--- config.mk ---
export PLATFORM = sky130hd
export DESIGN_NAME = pattern_scheduler
export DESIGN_NICKNAME = d
export VERILOG_FILES = /design/src/rtl/pattern_scheduler.sv
export SDC_FILE = /design/constraint.sdc
export NUM_CORES = 1
export LEC_CHECK = 0
export BUFFER_PORTS_ARGS = -buffer_cell sky130_fd_sc_hd__buf_2
export CAP_MARGIN = 15
export CORE_MARGIN = 3
export CORE_UTILIZATION = 40
export CTS_CLUSTER_DIAMETER = 120
export DETAILED_ROUTE_END_ITERATION = 10
export HOLD_SLACK_MARGIN = 0.12
export PLACE_DENSITY = 0.64
export REMOVE_ABC_BUFFERS = 1
export SLEW_MARGIN = 20
export SYNTH_ARGS = -nofsm -noshare
export SYNTH_HDL_FRONTEND = slang
export SYNTH_SLANG_ARGS = --single-unit
--- constraint.sdc ---
create_clock -name clk -period 3.85 [get_ports clk]
set_input_delay 0.77 -clock clk [delete_from_list [all_inputs] [get_ports clk]]
set_output_delay 0.77 -clock clk [all_outputs]
set_load 0.01 [all_outputs]
--- src/rtl/pattern_scheduler.sv ---
// pattern_scheduler: picks the bitwise test pattern and key mask for the video
// generator. Inputs are synchronised and debounced; manual and automatic change
// requests are merged; changes are committed only on a vblank rising edge.
module pattern_scheduler #(
  parameter int NUM_PATTERNS    = 5,
  parameter int DEBOUNCE_CYCLES = 250000,
  parameter int AUTO_TICKS      = 4
) (
  input  logic       clk,
  input  logic       reset,
  input  logic [8:0] key,
  input  logic       next_btn,
  input  logic       auto_en,
  input  logic       auto_tick,
  input  logic       vblank,
  output logic [2:0] pattern_sel,
  output logic [8:0] key_mask,
  output logic       pending,
  output logic       update
);

  localparam int CW = $clog2(DEBOUNCE_CYCLES);
  localparam int TW = $clog2(AUTO_TICKS + 1);
  localparam logic [CW-1:0] CNT_MAX  = CW'(DEBOUNCE_CYCLES - 1);
  localparam logic [TW-1:0] TICK_MAX = TW'(AUTO_TICKS - 1);
  localparam logic [2:0]    PAT_MAX  = 3'(NUM_PATTERNS - 1);

  typedef enum logic [1:0] {IDLE, WAIT, APPLY} state_t;

  state_t        state;
  logic [8:0]    key_s1, key_s2, key_cand, key_stable, key_stable_q;
  logic          btn_s1, btn_s2, btn_cand, btn_stable, btn_stable_q;
  logic [CW-1:0] key_cnt, btn_cnt;
  logic [TW-1:0] tick_cnt;
  logic          vblank_q;
  logic          adv_pend, key_pend;

  logic key_req, adv_req, auto_req, adv_any, any_req, frame_edge;

  assign key_req    = key_stable != key_stable_q;
  assign adv_req    = btn_stable & ~btn_stable_q;
  assign auto_req   = auto_en & auto_tick & (tick_cnt == TICK_MAX);
  assign adv_any    = adv_req | auto_req;
  assign any_req    = adv_any | key_req;
  assign frame_edge = vblank & ~vblank_q;

  // Two-flop synchronisers for the asynchronous switch and button inputs
  always_ff @(posedge clk or posedge reset) begin
    if (reset) begin
      key_s1 <= '0; key_s2 <= '0;
      btn_s1 <= 1'b0; btn_s2 <= 1'b0;
    end else begin
      key_s1 <= key;    key_s2 <= key_s1;
      btn_s1 <= next_btn; btn_s2 <= btn_s1;
    end
  end

  // Key debouncer: the candidate must hold for DEBOUNCE_CYCLES before it is accepted
  always_ff @(posedge clk or posedge reset) begin
    if (reset) begin
      key_cand <= '0; key_cnt <= '0; key_stable <= '0;
    end else begin
      if (key_s2 != key_cand) begin
        key_cand <= key_s2;
        key_cnt  <= '0;
      end else if (key_cnt != CNT_MAX) begin
        key_cnt <= key_cnt + 1'b1;
      end
      if (key_cnt == CNT_MAX && key_cand != key_stable) key_stable <= key_cand;
    end
  end

  // Button debouncer, same scheme as the key path
  always_ff @(posedge clk or posedge reset) begin
    if (reset) begin
      btn_cand <= 1'b0; btn_cnt <= '0; btn_stable <= 1'b0;
    end else begin
      if (btn_s2 != btn_cand) begin
        btn_cand <= btn_s2;
        btn_cnt  <= '0;
      end else if (btn_cnt != CNT_MAX) begin
        btn_cnt <= btn_cnt + 1'b1;
      end
      if (btn_cnt == CNT_MAX && btn_cand != btn_stable) btn_stable <= btn_cand;
    end
  end

  // Delayed copies used for change / rising-edge detection
  always_ff @(posedge clk or posedge reset) begin
    if (reset) begin
      key_stable_q <= '0; btn_stable_q <= 1'b0; vblank_q <= 1'b0;
    end else begin
      key_stable_q <= key_stable;
      btn_stable_q <= btn_stable;
      vblank_q     <= vblank;
    end
  end

  // Tempo divider: counts ticks only while auto mode is enabled
  always_ff @(posedge clk or posedge reset) begin
    if (reset)              tick_cnt <= '0;
    else if (!auto_en)      tick_cnt <= '0;
    else if (auto_tick)     tick_cnt <= (tick_cnt == TICK_MAX) ? '0 : tick_cnt + 1'b1;
  end

  // Request arbitration and frame-synchronous commit
  always_ff @(posedge clk or posedge reset) begin
    if (reset) begin
      state       <= IDLE;
      adv_pend    <= 1'b0;
      key_pend    <= 1'b0;
      pattern_sel <= '0;
      key_mask    <= '0;
      pending     <= 1'b0;
      update      <= 1'b0;
    end else begin
      update <= 1'b0;
      case (state)
        IDLE: begin
          // a request in a frame_edge cycle still waits for the next frame
          if (any_req) begin
            state    <= WAIT;
            pending  <= 1'b1;
            adv_pend <= adv_any;
            key_pend <= key_req;
          end
        end
        WAIT: begin
          adv_pend <= adv_pend | adv_any;
          key_pend <= key_pend | key_req;
          if (frame_edge) state <= APPLY;
        end
        APPLY: begin
          if (adv_pend) pattern_sel <= (pattern_sel == PAT_MAX) ? 3'd0 : pattern_sel + 3'd1;
          if (key_pend) key_mask <= key_stable;
          update   <= 1'b1;
          // requests arriving during the commit are kept for the next frame
          adv_pend <= adv_any;
          key_pend <= key_req;
          pending  <= any_req;
          state    <= any_req ? WAIT : IDLE;
        end
        default: state <= IDLE;
      endcase
    end
  end

endmodule

==> key figures <==
Run status
  • Status: finished, final reports clean

Die
  • Core area: 0.0105 sq mm
  • I/O pins: 29
  • Die X: 111 microns
  • Initial cell density of the core: 42.0%
  • Die ar.: 0.0123 sq mm
  • Die Ht: 111 microns
  • FP Rows: 37

Yosys
  • Post-Syn Area: 0.00441 sq mm
  • Netlist cell types: 40
  • Ys async rst share: 100%
  • EDFF count, synth: 0
  • Synth Instances: 364
  • Post-Synth Adder-Cell Area: 1.42%
  • Simple-Gate Fraction of Synth Area: 14.8%
  • Main combinational cell family by area after synthesis: simple AND/OR/NAND/NOR gates
  • Warnings from Yosys: 0
  • Seq/Total Area, Yosys: 61.3%
  • Avg Cell Area, Syn: 12.1 sq um
  • Post-synthesis mux area share: 5.56%
  • #FFs+latches synth: 108
  • Ys flop type: dfrtp_1
  • Xor-xnor portion of the synthesized cell area: 10.5%
  • Synth Area in Compound Gates: 4.57%

Clock tree
  • CTS max path bufs: 2
  • Worst-skew pair later-pin latency: 0.37 ns
  • Post-CTS Setup Repair Bufs: 0
  • CTS tree: yes
  • CTS Buf Count: 9
  • CTS sink cnt: 108
  • # hold bufs at CTS: 0
  • # H-tree levels: 3
  • Resize count post-CTS: 0
  • Root Buffer: clkbuf_8
  • Clock transition at path regs: 0.11 ns

Timing
  • Setup TNS: 0 ns
  • Final Max Slew Viols: 0
  • RSZ-0062 raised after global routing: false
  • Min Tclk post-route: 2.08 ns
  • Worst slew pin tran: 0.946 ns
  • Slew margin rel.: 36.9%
  • Fin crit share: 53.9%
  • Fmax: 482 MHz
  • Final Hold Fails: 0
  • Endpoints failing setup: 0
  • Skew final: 0.0122 ns

Placement
  • Placer Congestion: 0.750
  • Dpl cells: 518
  • Area of placed instances: 0.00470 sq mm
  • Detailed Place HPWL: 5050 microns
  • Number of port buffers: 28

Setup path
  • Worst Setup EP: key_stable[5]
  • Worst Setup End Kind: flop
  • Origin of the critical flop-to-flop path: key_stable[6]
  • Critical path launch point: key_stable[6]
  • Data required, critical path: 4.11 ns
  • Cells on worst reg2reg path: 5
  • Crit path DAT: 2.33 ns
  • Worst r2r dst: key_stable[5]
  • Worst Path Class, Setup: flop to flop
  • Setup slack, reg-to-reg: 1.77 ns
  • Worst Path Max Fanout: 5
  • CP Launch Type: flop

Final layout
  • Layout cells sized above 1: 18.8%
  • ANT cells: 0
  • Area grow syn2layout: 11.2%
  • Commonest non-fill, non-tap cell in the layout: dfrtp_1
  • Final core utilization: 46.7%
  • Post-route cell area: 0.00490 sq mm
  • Layout Cells excl Fill: 534
  • Most frequent cells in the layout: 108 x dfrtp_1, 37 x nor2_1, 34 x xor2_1
  • Nets: 413

Global routing
  • All-Layer GR Usage: 12.9%
  • Largest net degree at the start of global routing: 82
  • Number of global-route vias before repair: 2,788
  • Initial antenna violation count: 0
  • Global-route wire length before repair: 13,200 microns
  • GRT overflow: 0

Drt
  • DRT antenna net count: 0
  • Number of DRC markers in iteration 0: 133
  • DR vias/cell: 5.03
  • Vias: 2,687
  • # DRC: 0
  • DR pass1 iterations: 4
  • Detailed Route WL: 7240 microns
  • Wire per inst: 13.5 microns

Flow run
  • MaxCap Viol Count: 0

Pwr
  • Sw frac: 25.0%
  • P per Cell Area: 431 mW/mm^2
  • Internal: 1590 uW
  • Logic gate share of total power: 7.9%
  • Psw: 530 uW
  • Leakage: 0.00225 uW
  • Peak supply drop: 0.000199 V
  • Seq pwr share: 58.4%
  • Clk network pwr share: 33.7%

Worst hold path
  • Min-delay worst type: flop to flop
synth_stat cells, types with 2 or more instances:
cell type  number  area share [%]
or3_1           5            0.71
nor4b_1         2            0.40
nor2_1         37             3.1
clkbuf_1       13             1.1
nand3_1        18             2.0
o31ai_1         2            0.34
nor4_4          2            0.96
mux2_2         20             5.1
o21a_1          2            0.34
o22ai_1         2            0.28
and3_1          2            0.28
o21ai_0         7            0.79
xor2_1         34             6.8
mux2i_1         2            0.45
nand4_1         9             1.3
inv_1           9            0.77
nor3b_1         2            0.34
nand2_1        22             1.9
xnor2_1        19             3.8
a21oi_1         9             1.0
ha_1            5             1.4
nor2b_1         4            0.57
nor4_1          4            0.57
dfrtp_1       108              61
and2_1          2            0.28
nor3_1          7            0.79
o211ai_1        3            0.51
worst max-delay path: stages, from the launching register on:
cell,delay (ns)
dfrtp_1,0.45
xor2_1,0.18
nor4_1,0.27
nand3_1,0.13
o41ai_2,0.54
mux2_2,0.41
cells by family after synthesis:
group,after synthesis
XOR/XNOR,53
flip-flops,108
buffers and inverters,22
AO/OA/AOI/OAI,31
adder cells (fa/ha/maj),5
AND/OR/NAND/NOR,123
multiplexers,22
per-layer routing:
metal	vias up	wire [microns]	part of all wire, %	track usage [%]
li1	1297	-	-	-
met1	1346	3450	48	18.0
met2	36	3440	48	19.7
met3	8	232	3.2	2.84
met4	0	110	1.5	5.17
met5	-	0	0	0
state kept, by name (all words and copies together) (netlist names), 2 cells and up:
signal and flops:
key_stable_q 9, key_cand 9, btn_cnt 18, key_mask 9
key_stable 9, key_cnt 18, key_s1 9, key_s2 9
tick_cnt 3, state 2, pattern_sel 3
power by group through the flow:
stage,Clock [uW],Sequential (uW),Combinational (uW)
finish,713,1240,167
global placement,0,1250,166
floorplan,0,1260,108
global route,792,1250,191
detailed placement,0,1260,172
CTS,736,1240,172
layout make-up:
| type | instances | area, sq um |
|---|---|---|
| fillers | 948 | 5600 |
| multi-input cells | 234 | 1620 |
| flip-flops and latches | 108 | 2700 |
| clock inverters | 6 | 71.3 |
| repair buffers | 31 | 163 |
| well taps | 136 | 170 |
| clock buffers | 10 | 138 |
| inverters | 9 | 36.3 |
how the worst min path moves through the flow:
| stage | from | to | slack (ns) | depth (start not counted) |
|---|---|---|---|---|
| final | btn_s1 | btn_s2 | 0.34 | 0 |
| after global routing | btn_s1 | btn_s2 | 0.35 | 0 |
| after CTS | btn_s1 | btn_s2 | 0.35 | 0 |
| after detailed placement | key_s1[4] | key_s2[4] | 0.34 | 0 |
| after global placement | key_s1[8] | key_s2[8] | 0.33 | 0 |
| after floorplan | btn_s1 | btn_s2 | 0.33 | 0 |
stage by stage:
| stage | setup WS (ns) | power (uW) | hold slack, ns |
|---|---|---|---|
| global placement | 1.84 | 1420 | 0.332 |
| finish | 1.77 | 2120 | 0.343 |
| floorplan | 0.234 | 1360 | 0.331 |
| CTS | 1.75 | 2150 | 0.355 |
| global route | 1.61 | 2230 | 0.345 |
| detailed placement | 1.77 | 1430 | 0.337 |
(Power assumes the default switching activity.)
